$ cat src/rtl/alu_req_arbiter_if.sv
// Bundle of requester, response and ALU-side signals for the shared-ALU arbiter.
// slave = arbiter, master = requesting clients, alu = the ALU instance.
interface alu_req_arbiter_if #(
   parameter int N   = 4,
   parameter int IDW = 2
);
   logic [N-1:0]    req;
   logic [N*32-1:0] req_a;
   logic [N*32-1:0] req_b;
   logic [N*4-1:0]  req_op;
   logic [N-1:0]    gnt;
   logic            resp_valid;
   logic [IDW-1:0]  resp_id;
   logic [31:0]     resp_result;
   logic            resp_err;
   logic            busy;
   logic [31:0]     alu_a;
   logic [31:0]     alu_b;
   logic [3:0]      alu_op;
   logic [31:0]     alu_result;

   modport slave (
      input  req, req_a, req_b, req_op, alu_result,
      output gnt, resp_valid, resp_id, resp_result, resp_err, busy,
             alu_a, alu_b, alu_op
   );

   modport master (
      output req, req_a, req_b, req_op,
      input  gnt, resp_valid, resp_id, resp_result, resp_err, busy
   );

   modport alu (
      input  alu_a, alu_b, alu_op,
      output alu_result
   );
endinterface

$ cat src/rtl/alu_req_arbiter.sv
// Round-robin arbiter sharing one fixed-latency ALU between N requesters.
// One operation in flight; every output is a register.
module alu_req_arbiter #(
   parameter int N       = 4,
   parameter int ALU_LAT = 2,
   parameter int IDW     = 2
) (
   input  logic            clk,
   input  logic            reset,
   alu_req_arbiter_if.slave bus
);
   localparam logic [3:0]   OP_IDLE = 4'hF;
   localparam int           CW      = (ALU_LAT > 1) ? $clog2(ALU_LAT) : 1;
   localparam logic [N-1:0] ONE     = 1;

   typedef enum logic [1:0] {IDLE, ISSUE, WAIT, RESP} state_t;

   state_t         state_reg;
   logic [IDW-1:0] rr_reg;
   logic [IDW-1:0] win_reg;
   logic [3:0]     op_reg;
   logic [CW-1:0]  cnt_reg;

   logic           any_req;
   logic [IDW-1:0] win_next;
   logic [IDW-1:0] rr_next;

   logic [31:0] a_arr  [N];
   logic [31:0] b_arr  [N];
   logic [3:0]  op_arr [N];

   genvar gi;
   generate
      for (gi = 0; gi < N; gi++) begin : g_unpack
         assign a_arr[gi]  = bus.req_a[32*gi +: 32];
         assign b_arr[gi]  = bus.req_b[32*gi +: 32];
         assign op_arr[gi] = bus.req_op[4*gi +: 4];
      end
   endgenerate

   function automatic logic op_legal(input logic [3:0] op);
      case (op)
         4'b0000, 4'b0010, 4'b0100, 4'b0101,
         4'b0110, 4'b0111, 4'b1010: op_legal = 1'b1;
         default:                   op_legal = 1'b0;
      endcase
   endfunction

   // Priority search starting at rr_reg, wrapping modulo N.
   always_comb begin
      int idx;
      idx      = 0;
      any_req  = 1'b0;
      win_next = '0;
      for (int k = 0; k < N; k++) begin
         idx = int'(rr_reg) + k;
         if (idx >= N) idx = idx - N;
         if (!any_req && bus.req[idx]) begin
            any_req  = 1'b1;
            win_next = IDW'(idx);
         end
      end
   end

   assign rr_next = (win_next == IDW'(N-1)) ? '0 : win_next + 1'b1;

   always_ff @(posedge clk or posedge reset) begin
      if (reset) begin
         state_reg       <= IDLE;
         rr_reg          <= '0;
         win_reg         <= '0;
         op_reg          <= OP_IDLE;
         cnt_reg         <= '0;
         bus.gnt         <= '0;
         bus.resp_valid  <= 1'b0;
         bus.resp_id     <= '0;
         bus.resp_result <= '0;
         bus.resp_err    <= 1'b0;
         bus.busy        <= 1'b0;
         bus.alu_a       <= '0;
         bus.alu_b       <= '0;
         bus.alu_op      <= OP_IDLE;
      end else begin
         bus.gnt        <= '0;
         bus.resp_valid <= 1'b0;
         case (state_reg)
            IDLE: begin
               if (any_req) begin
                  win_reg    <= win_next;
                  rr_reg     <= rr_next;
                  op_reg     <= op_arr[win_next];
                  bus.alu_a  <= a_arr[win_next];
                  bus.alu_b  <= b_arr[win_next];
                  // An illegal opcode never reaches the ALU.
                  bus.alu_op <= op_legal(op_arr[win_next]) ? op_arr[win_next] : OP_IDLE;
                  bus.gnt    <= ONE << win_next;
                  bus.busy   <= 1'b1;
                  state_reg  <= ISSUE;
               end
            end
            ISSUE: begin
               if (!op_legal(op_reg)) begin
                  bus.resp_valid  <= 1'b1;
                  bus.resp_id     <= win_reg;
                  bus.resp_result <= '0;
                  bus.resp_err    <= 1'b1;
                  state_reg       <= RESP;
               end else begin
                  cnt_reg   <= CW'(ALU_LAT - 1);
                  state_reg <= WAIT;
               end
            end
            WAIT: begin
               if (cnt_reg == '0) begin
                  bus.resp_valid  <= 1'b1;
                  bus.resp_id     <= win_reg;
                  bus.resp_result <= bus.alu_result;
                  bus.resp_err    <= 1'b0;
                  bus.alu_op      <= OP_IDLE;
                  state_reg       <= RESP;
               end else begin
                  cnt_reg <= cnt_reg - 1'b1;
               end
            end
            RESP: begin
               bus.busy  <= 1'b0;
               state_reg <= IDLE;
            end
            default: state_reg <= IDLE;
         endcase
      end
   end
endmodule

$ cat src/flat_wrapper.sv
// flat-port wrapper written by rule: the top's interface ports become plain ports
module alu_req_arbiter_flat 
#(
   parameter int N       = 4,
   parameter int ALU_LAT = 2,
   parameter int IDW     = 2
)
  (clk, reset, bus_req, bus_req_a, bus_req_b, bus_req_op, bus_alu_result, bus_gnt, bus_resp_valid, bus_resp_id, bus_resp_result, bus_resp_err, bus_busy, bus_alu_a, bus_alu_b, bus_alu_op);
  alu_req_arbiter_if #(.N(N), .IDW(IDW)) bus_i ();
  input  logic clk;
  input  logic reset;
  input wire logic [$bits(bus_i.req)-1:0] bus_req;
  input wire logic [$bits(bus_i.req_a)-1:0] bus_req_a;
  input wire logic [$bits(bus_i.req_b)-1:0] bus_req_b;
  input wire logic [$bits(bus_i.req_op)-1:0] bus_req_op;
  input wire logic [$bits(bus_i.alu_result)-1:0] bus_alu_result;
  output wire logic [$bits(bus_i.gnt)-1:0] bus_gnt;
  output wire logic [$bits(bus_i.resp_valid)-1:0] bus_resp_valid;
  output wire logic [$bits(bus_i.resp_id)-1:0] bus_resp_id;
  output wire logic [$bits(bus_i.resp_result)-1:0] bus_resp_result;
  output wire logic [$bits(bus_i.resp_err)-1:0] bus_resp_err;
  output wire logic [$bits(bus_i.busy)-1:0] bus_busy;
  output wire logic [$bits(bus_i.alu_a)-1:0] bus_alu_a;
  output wire logic [$bits(bus_i.alu_b)-1:0] bus_alu_b;
  output wire logic [$bits(bus_i.alu_op)-1:0] bus_alu_op;
  assign bus_i.req = bus_req;
  assign bus_i.req_a = bus_req_a;
  assign bus_i.req_b = bus_req_b;
  assign bus_i.req_op = bus_req_op;
  assign bus_i.alu_result = bus_alu_result;
  assign bus_gnt = bus_i.gnt;
  assign bus_resp_valid = bus_i.resp_valid;
  assign bus_resp_id = bus_i.resp_id;
  assign bus_resp_result = bus_i.resp_result;
  assign bus_resp_err = bus_i.resp_err;
  assign bus_busy = bus_i.busy;
  assign bus_alu_a = bus_i.alu_a;
  assign bus_alu_b = bus_i.alu_b;
  assign bus_alu_op = bus_i.alu_op;
  alu_req_arbiter #(.N(N), .ALU_LAT(ALU_LAT), .IDW(IDW)) u_core (.clk(clk), .reset(reset), .bus(bus_i));
endmodule
$ cat config.mk
export PLATFORM = sky130hd
export DESIGN_NAME = alu_req_arbiter_flat
export DESIGN_NICKNAME = d
export VERILOG_FILES = /design/src/rtl/alu_req_arbiter_if.sv /design/src/rtl/alu_req_arbiter.sv /design/src/flat_wrapper.sv
export SDC_FILE = /design/constraint.sdc
export NUM_CORES = 1
export LEC_CHECK = 0
export CAP_MARGIN = 30
export CORE_ASPECT_RATIO = 0.6
export CORE_MARGIN = 3
export CORE_UTILIZATION = 31
export CTS_CLUSTER_DIAMETER = 80
export CTS_CLUSTER_SIZE = 24
export DETAILED_ROUTE_END_ITERATION = 10
export PLACE_DENSITY = 0.68
export RECOVER_POWER = 100
export SLEW_MARGIN = 10
export SYNTH_ARGS = -nofsm -noshare
export SYNTH_HDL_FRONTEND = slang
export SYNTH_SLANG_ARGS = --single-unit
$ cat constraint.sdc
create_clock -name clk -period 6.1 [get_ports clk]
set_input_delay 1.525 -clock clk [delete_from_list [all_inputs] [get_ports clk]]
set_output_delay 1.525 -clock clk [all_outputs]
set_load 0.02 [all_outputs]
# Word level (Yosys, flattened, before mapping)
# Index checks and enable logic that the tools add are counted.
[op_classes]
n_reduce_logical = 20
bitwise = 1
eq_ne = 20
n_shift = 1
addsub = 9
muxes = 66
n_lt_le_gt_ge = 9
[op_table]
columns = ["op", "count"]
rows = [
  ["32-bit 2-to-1 mux", 10],
  ["32-bit binary-select mux with 2-bit select", 2],
  ["32-bit by 4-bit < comparator with 1-bit output, second input constant", 4],
  ["32-bit by 4-bit greater-or-equal comparator with 1-bit output, second input constant", 3],
  ["32-bit by 4-bit subtractor with 32-bit output, second input constant", 3],
  ["32-bit one-hot mux with 2 select lines", 1],
  ["4-bit by 3-bit equality test with 1-bit output, second input constant", 8],
  ["4-bit 2-to-1 mux", 7],
  ["1-bit 2-to-1 mux", 25],
  ["2-bit 2-to-1 mux", 9],
  ["7-bit OR reduction", 2],
  ["1-bit binary-select mux with 2-bit select", 4],
  ["4-bit binary-select mux with 2-bit select", 1],
  ["4-bit by 2-bit equality test with 1-bit output, second input constant", 2],
  ["4-bit equality test, second input constant", 2],
  ["4-bit zero test", 2],
  ["1-bit one-hot mux with 2 select lines", 4],
  ["2-bit one-hot mux with 4 select lines", 1],
  ["4-bit one-hot mux with 2 select lines", 1],
  ["2-bit AND reduction", 4],
  ["2-bit by 2-bit adder with 3-bit output, second input constant", 2],
  ["2-bit equality test, second input constant", 3],
  ["3-bit AND reduction", 2],
  ["2-bit nonzero test", 3],
  ["15 further kinds", 21],
]
[word_totals]
register_bits = 120
input_bits = 310
out_inout_bits = 109

# Logic depth before layout (Yosys ltp)
# Gate-level depths: netlist of run 1.
[logic_depth]
ltp_word = 27
mapped_depth = 11
mapped_depth_nobuf = 8

# Least setup slack after synthesis of run 1
# No wires, ideal clock.
[synth_path]
kind = "input port to flip-flop"
from = "input bus_req[2]"
to = "register u_core.rr_reg[1]"
setup_slack_ns = 2.775
required_ns = 5.975
path_buffers = 3
path_stages = 8
arrival_ns = 3.201
setup_time_ns = 0.125
cell_sequence = "nor2b_1 -> o21a_1 -> nor3_4 -> buf_6 -> buf_4 -> buf_2 -> ha_1 -> mux2_2"
[synth_between]
elab_chain_len = 15
elab_cells_between_ends = 30
[synth_lines]
columns = ["item", "line", "source"]
rows = [
  ["start: declaration", "flat_wrapper.sv:12", "input wire logic [$bits(bus_i.req)-1:0] bus_req;"],
  ["1-bit binary-select mux with 2-bit select", "alu_req_arbiter.sv:58", "if (!any_req && bus.req[idx]) begin"],
  ["1-bit 2-to-1 mux (implied by the code) (2 in series)", "alu_req_arbiter.sv:58", ""],
  ["1-bit 2-to-1 mux", "alu_req_arbiter.sv:58", ""],
  ["1-bit zero test", "alu_req_arbiter.sv:58", ""],
  ["1-bit logical AND", "alu_req_arbiter.sv:58", ""],
  ["1-bit 2-to-1 mux", "alu_req_arbiter.sv:58", ""],
  ["1-bit zero test", "alu_req_arbiter.sv:58", ""],
  ["1-bit logical AND", "alu_req_arbiter.sv:58", ""],
  ["1-bit 2-to-1 mux", "alu_req_arbiter.sv:58", ""],
  ["1-bit zero test", "alu_req_arbiter.sv:58", ""],
  ["1-bit logical AND", "alu_req_arbiter.sv:58", ""],
  ["2-bit 2-to-1 mux (*)", "alu_req_arbiter.sv:58", ""],
  ["named net u_core.win_next[0]", "alu_req_arbiter.sv:25", "logic [IDW-1:0] win_next;"],
  ["2-bit by 1-bit adder with 2-bit output / 2-bit equality test (equally long branches)", "alu_req_arbiter.sv:65", "assign rr_next = (win_next == IDW'(N-1)) ? '0 : win_next + 1'b1;"],
  ["2-bit 2-to-1 mux (*)", "alu_req_arbiter.sv:65", ""],
  ["named net u_core.rr_next[1]", "alu_req_arbiter.sv:26", "logic [IDW-1:0] rr_next;"],
  ["end signal: assignment", "alu_req_arbiter.sv:90", "rr_reg <= rr_next;"],
  ["end: declaration", "alu_req_arbiter.sv:19", "logic [IDW-1:0] rr_reg;"],
]
# Mark *: on every way through the listed nets, which the timed path passes. The rest lies on a longest branch. The select of a mux whose other input is x is not followed.
# A chain may end at the register's enable or synchronous reset.

==> metrics, run 1 <==
fmax=219 MHz; GRT overflow=0; port bufs=around 420; WS Path Type=in2async; CP arrival=approximately 4600 ps; top flop regs=u_core.bus.alu_a x32, u_core.bus.alu_b x32, u_core.bus.resp_result x32; area delta synth->final=73.2%; CTS Buffer Depth=2; antenna violations before repair=0; share of cells above drive strength 1=0.0487; CTS resizes=0; Post-CTS Setup Inserts=0; Final HPWL DP=approximately 19000 um; DR iter-0 viols=412; Logic pwr share=0.557; FILL cells=just over 2000; Post-synth top cells=397 x nand2_1, 132 x o21ai_1, 112 x dfrtp_1, 64 x nand3_1, 32 x a22o_1; Static Leak=5.36 nW; wire length per cell=about 16 um; top_reg_cell synth=dfrtp_1; I/O pin cnt=about 420; sequential fraction of the synthesis area=0.448; post-synthesis instance area=6730 um2; fin area=~12000 um2; failing checks=capacitance limit, slew limit; setup TNS=0 ps; Net Sw Power=around 0.0024 W; sequential share of power=0.253; CTS Buf Count=17; Clock Power Share=0.191; status=complete, but fails checks; cell taking the most area after synthesis=dfrtp_1; Yosys cell types=35; asr flop ratio synth=1.00; Setup Skew=between 9 and 10 ps; Vias=around 7400; top area cells in the synthesized netlist=dfrtp_1 42%, nand2_1 22%, o21ai_1 9.8%; WL final=25900 um; Peak supply drop=around 0.00027 V; Sw Share=0.442; min Tclk post-route=~4600 ps; count leader, synth=nand2_1; Fin. Hold Viols=0; row cnt=slightly above 40; Power Total=0.00545 W; worst hold margin=470 ps; Synth top area share=0.417; core box area=approximately 21000 um2; nets=about 1600; CP Launch Type=input pin; post-synthesis cell count=898; syn_nets=between 1000 and 1500; Die X=approximately 200 um; Pint=a little over 0.003 W; clock sink total=120; first-pass GRT wire length=around 40000 um; YS warnings=0; Hold WC Path Type=reg2reg; CTS tree=done; post-route clock period utilization=0.749; power per cell area=between 400 and 500 nW/um2; EDFF count, synth=0; vias per cell=around 4.7; Req. time, crit path=around 6000 ps; Avg Cell Area, Syn=between 7 and 8 um2; DRC=0; Least-Margin Pin Slew=between 2000 and 2500 ps; vias in the first global route=7221; Reg clk slew, reported paths=around 60 ps; Die ar.=23600 um2; TritonRoute pass-1 iters=5; RSZ-0062 raised after global routing=no; ANT nets after route=0; DP Area=roughly 11000 um2; Seq cells post-synth=120; Slew Viols, Final=roughly 180; Starting Density=0.318; slew margin rel.=-0.663; clk_lat worst skew=roughly 410 ps; root buffer cell=clkbuf_16; Final setup viols=0; Max Fanout on Critical Path=40; All-Layer GR Usage=0.214; number of max-cap violations=4; cts hold-fix bufs=0; htree depth=4; CP Capture Type=async pin; Die Height=120 um; largest net degree at the start of global routing=87; GPL Wtd Cong=between 0.8 and 0.9
[power groups by stage]
stage | Sequential, W | Clock [W] | Combinational, W
2_1_floorplan | 0.00180 | 0 | 0.00157
3_3_place_gp | 0.00139 | 0 | 0.00320
3_5_place_dp | 0.00140 | 0 | 0.00326
4_1_cts | 0.00140 | 0.00107 | 0.00327
5_1_grt | 0.00143 | 0.00111 | 0.00337
6_report | 0.00138 | 0.00104 | 0.00303
[final timing paths]
kind	cells after the start	start	endpoint	slack (ps)
min reg2reg	2	u_core.bus.alu_b[13]$_DFFE_PP0P_	u_core.bus.alu_b[13]$_DFFE_PP0P_	470
max reg2reg	7	u_core.op_reg[1]$_DFFE_PP1P_	u_core.bus.resp_id[0]$_DFFE_PP0P_	3190
max	3	reset	u_core.bus.alu_a[3]$_DFFE_PP0P_	1530
max in group clk	5	bus_req[1]	u_core.bus.alu_b[16]$_DFFE_PP0P_	1600
min	2	u_core.bus.alu_b[13]$_DFFE_PP0P_	u_core.bus.alu_b[13]$_DFFE_PP0P_	470
min in group asynchronous	2	reset	u_core.bus.resp_result[8]$_DFFE_PP0P_	1740
[metrics by stage]
step | util | worst slack [ps] | cells
3_5_place_dp | 0.524 | 1730 | 1540
3_3_place_gp | 0.522 | 1820 | 1539
4_1_cts | 0.552 | 2180 | 1572
6_report | 0.551 | 1530 | 1573
5_1_grt | 0.551 | 1000 | 1572
2_1_floorplan | - | 1400 | 898
[cell usage in the layout (no fill, tap or decap), types with 2 or more instances in the layout]
master           Yosys  routed
buf_4                8       6
inv_8                0       3
inv_1                9       8
clkinv_4             0       2
nor2b_1              3       3
nor2_1              10       9
a21boi_0             2       2
clkdlybuf4s50_1      0     307
clkbuf_1            28       3
o21a_1               2       2
bufinv_16            0       2
a21oi_1              8       8
nand3_1             64      64
clkbuf_16            0      17
nand2b_1             4       4
o21ai_1            132      67
nand2_1            397     397
ha_1                 9       9
o21ai_0              7      72
mux2i_1             10      10
dfstp_2              8       8
mux2_2               7       7
nor3_1               2       2
inv_6                0       7
a22o_1              32      32
dlygate4sd3_1        0     111
dfrtp_1            112     112
[per-layer routing]
metal,track usage,wire length (um),vias up,share of wire
li1,-,-,3738,-
met1,0.267,11000,3450,0.42
met2,0.358,12600,224,0.49
met3,0.0662,1910,26,0.074
met4,0.0659,397,0,0.015
met5,0,0,-,0
[area by class of cell]
type                            count  area, um2  share of cell area
Clock buffer                       17        425              0.0365
Antenna cell                        1       2.50            0.000215
Tap cell                          279        349              0.0300
Multi-Input combinational cell    700       3340               0.287
Inverter                           11       45.0             0.00387
Sequential cell                   120       3010               0.259
Clock inverter                     15        178              0.0153
Timing Repair Buffer              430       4290               0.369
[cells by family (layout without fill, tap and decap cells)]
| group | Yosys count | count (layout) | share of synthesized area |
|---|---|---|---|
| and+or+nand+nor | 482 | 482 | 0.286 |
| muxes | 19 | 19 | 0.0303 |
| adders and majority gates | 9 | 9 | 0.0167 |
| DFF | 120 | 120 | 0.448 |
| AOI/OAI and AO/OA | 190 | 190 | 0.163 |
| buffers and inverters | 78 | 473 | 0.0554 |
| other | 0 | 1 | 0 |
[worst max-delay path, stage by stage]
cell and delay, ps:
dlygate4sd3_1 550, clkinvlp_2 600, clkbuf_1 1820
Note: power is estimated with default switching activity, not from simulation.
==> run 2: changes to the inputs <==
clock period = 4.63 ns   (was 6.1 ns; I/O delays follow)
==> run 2 against run 1 <==
The run still ends with capacitance limit, slew limit left. Worst hold slack better by 2.5 ps. First-iteration DRC count down 5.1%. Final area is essentially flat. Utilization barely moved. Clock power up 26%. Count of clock-buffer cells in the layout increased by 1. Sequential power is 33% higher. Sequential cell count unchanged.
==> metrics, run 2 (synthesis gave the netlist of run 1 again) <==
Static Leak=approximately 5.3 nW; share of cells above drive strength 1=0.0509; Max Fanout on Critical Path=48; root buffer cell=clkbuf_16; vias in the first global route=7319; number of max-cap violations=1; delay-heaviest family, CP=buffers and inverters; core box area=between 20000 and 25000 um2; most frequent cells in the layout=397 x nand2_1, 308 x clkdlybuf4s50_1, 112 x dfrtp_1; Max stage delay on crit path=~820 ps; Setup Skew=8.92 ps; CP arrival=a little under 4000 ps; Final setup viols=0; ANT nets after route=0; All-Layer GR Usage=0.215; post-layout util=0.551; nets=1602; clk_lat worst skew=410 ps; WL final=26200 um; Inst Count DP=approximately 1500; Fin. Hold Viols=0; Least-Margin Pin Slew=2510 ps; Slew Viols, Final=roughly 60; I/O pin cnt=roughly 420; CP Cell Sequence=clkdlybuf4s50_1 > nor2b_1 > o21a_1 > nor3_4 > clkbuf_2 > o21ai_0 > o21ai_1; largest net degree at the start of global routing=135; Vias=around 7400; Clock Power Share=0.183; CTS Buf Count=17; CP Capture Type=flop; Die X=~200 um; Logic pwr share=0.561; Post-CTS Setup Inserts=0; RSZ-0062 raised after global routing=no; Non-Filler Instances=roughly 1600; TritonRoute pass-1 iters=6; Net Sw Power=between 0.003 and 0.004 W; power per cell area=614 nW/um2; Die ar.=roughly 24000 um2; area delta synth->final=73.2%; Reg clk slew, reported paths=approximately 60 ps; Worst Path Buf+Inv=2; cts hold-fix bufs=0; Req. time, crit path=4950 ps; port bufs=approximately 420; CP Launch Type=input pin; fmax=around 280 MHz; status=complete, but fails checks; Peak supply drop=about 0.00028 V; GPL Wtd Cong=0.892; WS Path Type=in2reg; post-route clock period utilization=0.767; Final HPWL DP=~20000 um; FILL cells=between 1500 and 2000; Sw Share=0.448; DRC=0; Pint=roughly 0.0039 W; wire length per cell=16.6 um; antenna violations before repair=0; clock sink total=120; sequential share of power=0.256; row cnt=41; slowest stage cell, crit path=clkbuf_2; slew margin rel.=-0.676; antenna fix cells=0; GRT overflow=0; vias per cell=roughly 4.7; setup TNS=0 ps; commonest non-fill, non-tap cell in the layout=nand2_1; Power Total=between 0.007 and 0.008 W; CTS Buffer Depth=2; failing checks=capacitance limit, slew limit; DR iter-0 viols=391; CTS resizes=0; Starting Density=0.318; top flop regs=u_core.bus.alu_a x32, u_core.bus.alu_b x32, u_core.bus.resp_result x32; Die Height=~120 um; CTS tree=done; first-pass GRT wire length=40300 um; htree depth=4; Hold WC Path Type=reg2reg; min Tclk post-route=3550 ps
run 2: final timing paths:
kind	startpoint	end	slack, ps	cells after the start
worst max register to register	u_core.rr_reg[0]$_DFFE_PP0P_	u_core.bus.alu_b[7]$_DFFE_PP0P_	1950	6
min in group asynchronous	reset	u_core.bus.alu_a[9]$_DFFE_PP0P_	1940	2
max in group asynchronous	reset	u_core.cnt_reg$_DFFE_PP0P_	1240	2
worst max-delay path	bus_req[0]	u_core.bus.alu_b[7]$_DFFE_PP0P_	1080	7
worst min-delay path	u_core.bus.alu_b[9]$_DFFE_PP0P_	u_core.bus.alu_b[9]$_DFFE_PP0P_	470	2
worst min register to register	u_core.bus.alu_b[9]$_DFFE_PP0P_	u_core.bus.alu_b[9]$_DFFE_PP0P_	470	2
run 2: power by group through the flow:
stage | registers (W) | logic [W] | clock network [W]
CTS | 0.00185 | 0.00436 | 0.00134
floorplan | 0.00237 | 0.00206 | 0
detailed placement | 0.00186 | 0.00435 | 0
global route | 0.00190 | 0.00445 | 0.00139
global placement | 0.00185 | 0.00423 | 0
finish | 0.00183 | 0.00401 | 0.00131
run 2: final cells by class:
class | count | area [um2] | share of cell area
Tap cell | 279 | 349 | 0.0300
Inverter | 11 | 43.8 | 0.00376
Sequential cell | 120 | 3010 | 0.259
Clock inverter | 14 | 140 | 0.0120
Timing Repair Buffer | 433 | 4330 | 0.371
Multi-Input combinational cell | 700 | 3350 | 0.287
Clock buffer | 18 | 429 | 0.0368
run 2: routing by layer:
| layer | vias up | part of all wire | global-route usage |
|---|---|---|---|
| met5 | - | 0 | 0 |
| met4 | 0 | 0.017 | 0.0525 |
| met3 | 29 | 0.084 | 0.0637 |
| met2 | 265 | 0.47 | 0.356 |
| met1 | 3374 | 0.42 | 0.279 |
| li1 | 3737 | - | - |
run 2: per-stage QoR:
step / worst slack, ps / hold WS, ps / cell area (um2)
after floorplan: 300 / 441 / 6730
after global placement: 1140 / 453 / 11100
after detailed placement: 1050 / 453 / 11100
after CTS: 1490 / 461 / 11700
after global routing: 650 / 491 / 11600
final: 1080 / 472 / 11600
run 2: tightest hold or removal path, delay by kind of cell, from the launching register on:
| family | cells | cell delay [ps] |
|---|---|---|
| AND/OR/NAND/NOR | 1 | 40 |
| AO/OA/AOI/OAI | 1 | 60 |
| flip-flops | 1 | 330 |
==> run 3: changes to the inputs <==
PLACE_DENSITY = 0.71   (was 0.68)
clock period = 3.25 ns   (was 4.63 ns; I/O delays follow)
==> run 3 against run 2 <==
The run ends with capacitance limit left. Worst setup slack got worse by 590 ps. Routed wire length increased by 0.26%. Non-clock buffer count is 4 higher. Largest power group unchanged. Highest routed layer is now met5. Critical path type unchanged. First-iteration DRC count is 5.6% lower.
==> metrics, run 3 (synthesis gave the netlist of run 1 again) <==
status=complete, but fails checks; failing checks=capacitance limit; first-pass GRT wire length=~40000 um; top flop regs=u_core.bus.alu_a x32, u_core.bus.alu_b x32, u_core.bus.resp_result x32; WL final=~26000 um; Final setup viols=0; root buffer cell=clkbuf_16; Fin. Hold Viols=0; port bufs=418; CP Launch Type=input pin; WS Path Type=in2reg; Setup Skew=~9.3 ps; power per cell area=a little under 900 nW/um2; number of max-cap violations=1; CTS tree=done; vias in the first global route=between 7000 and 8000; Reg clk slew, reported paths=about 60 ps; CTS Buf Count=17; CTS Buffer Depth=2; cts hold-fix bufs=0; Die Height=approximately 120 um; post-route clock period utilization=0.850; Die X=about 200 um; Max stage delay on crit path=roughly 660 ps; Vias=roughly 7400; vias per cell=about 4.7; Max Fanout on Critical Path=27; CP Cell Sequence=clkdlybuf4s50_1 > nor4_1 > clkbuf_1 > nand2b_1 > buf_4 > o21ai_0; CP startpoint=bus_req[1]; r2r setup slk=580 ps; row cnt=41; worst reg2reg endpoint=u_core.bus.resp_result[7]$_DFFE_PP0P_; CP arrival=3040 ps; Final HPWL DP=20200 um; I/O pin cnt=roughly 420; dpl ws=~250 ps; final worst-path setup slack=roughly 490 ps; antenna violations before repair=4; Worst Setup EP=u_core.bus.alu_b[26]$_DFFE_PP0P_; htree depth=4; clock sink total=120; Slew Viols, Final=0; most frequent cells in the layout=397 x nand2_1, 308 x clkdlybuf4s50_1, 112 x dfrtp_1; worst hold margin=between 400 and 500 ps; commonest non-fill, non-tap cell in the layout=nand2_1; Peak supply drop=0.000379 V; Die ar.=~24000 um2; slew margin rel.=0.00219; DRC=0; Least-Margin Pin Slew=1500 ps; RSZ-0062 raised after global routing=no; CP Capture Type=flop; wire length per cell=16.6 um; nets=between 1500 and 2000; DR iter-0 viols=369; TritonRoute pass-1 iters=4; ANT nets after route=0; core box area=around 21000 um2; RR Startpoint=u_core.op_reg[1]$_DFFE_PP1P_; largest net degree at the start of global routing=57; Starting Density=0.318; share of cells above drive strength 1=0.0531; Static Leak=roughly 5.4 nW; min Tclk post-route=approximately 2800 ps; setup TNS=0 ps; Worst R2R Path Depth=7; area delta synth->final=74.3%; Hold WC Path Type=reg2reg; slowest stage cell, crit path=nand2b_1; Req. time, crit path=3530 ps; All-Layer GR Usage=0.214; fmax=between 300 and 400 MHz; GRT overflow=0; clk_lat worst skew=around 410 ps; CTS resizes=0; Post-CTS Setup Inserts=0; GPL Wtd Cong=approximately 0.82
## run 3: final cells by class
class | instances | area, um2
Inverter | 11 | 45.0
Clock buffer | 18 | 429
Timing Repair Buffer | 437 | 4400
Antenna cell | 2 | 5.00
Multi-Input combinational cell | 700 | 3340
Clock inverter | 14 | 143
Fill cell | 1986 | 9410
Tap cell | 279 | 349
Sequential cell | 120 | 3010
## run 3: power by group
part	internal (W)	leakage, nW	total (W)	switching [W]
combinational	0.00239	3.61	0.00583	0.00344
sequential	0.00224	1.50	0.00260	0.000355
clock	0.00107	0.264	0.00184	0.000768
## run 3: worst min path at each step
stage	from	to	cells after the start
2_1_floorplan	u_core.op_reg[1]$_DFFE_PP1P_	u_core.op_reg[1]$_DFFE_PP1P_	2
6_report	u_core.op_reg[1]$_DFFE_PP1P_	u_core.op_reg[1]$_DFFE_PP1P_	2
3_5_place_dp	u_core.op_reg[1]$_DFFE_PP1P_	u_core.op_reg[1]$_DFFE_PP1P_	2
4_1_cts	u_core.op_reg[1]$_DFFE_PP1P_	u_core.op_reg[1]$_DFFE_PP1P_	2
5_1_grt	u_core.bus.alu_b[1]$_DFFE_PP0P_	u_core.bus.alu_b[1]$_DFFE_PP0P_	2
3_3_place_gp	u_core.op_reg[2]$_DFFE_PP1P_	u_core.op_reg[2]$_DFFE_PP1P_	2
## run 3: layer usage
metal / track usage / part of all wire
met1: 0.263 / 0.42
met2: 0.365 / 0.49
met3: 0.0676 / 0.077
met4: 0.0587 / 0.016
met5: 0 / 0.0010
## run 3: worst max-delay path: cells and delay by family
family                 cells  cell delay (ps)
buffers and inverters      3             1050
AOI/OAI and AO/OA          1              130
and+or+nand+nor            2             1040
## run 3: per-stage QoR
stage / area (um2) / power [W] / util / cells
finish: 11700 / 0.0103 / 0.555 / 1581
global route: 11700 / 0.0111 / 0.555 / 1581
CTS: 11800 / 0.0108 / 0.556 / 1579
detailed placement: 11200 / 0.00889 / 0.529 / 1547
global placement: 11200 / 0.00878 / 0.529 / 1547
floorplan: 6730 / 0.00632 / - / 898
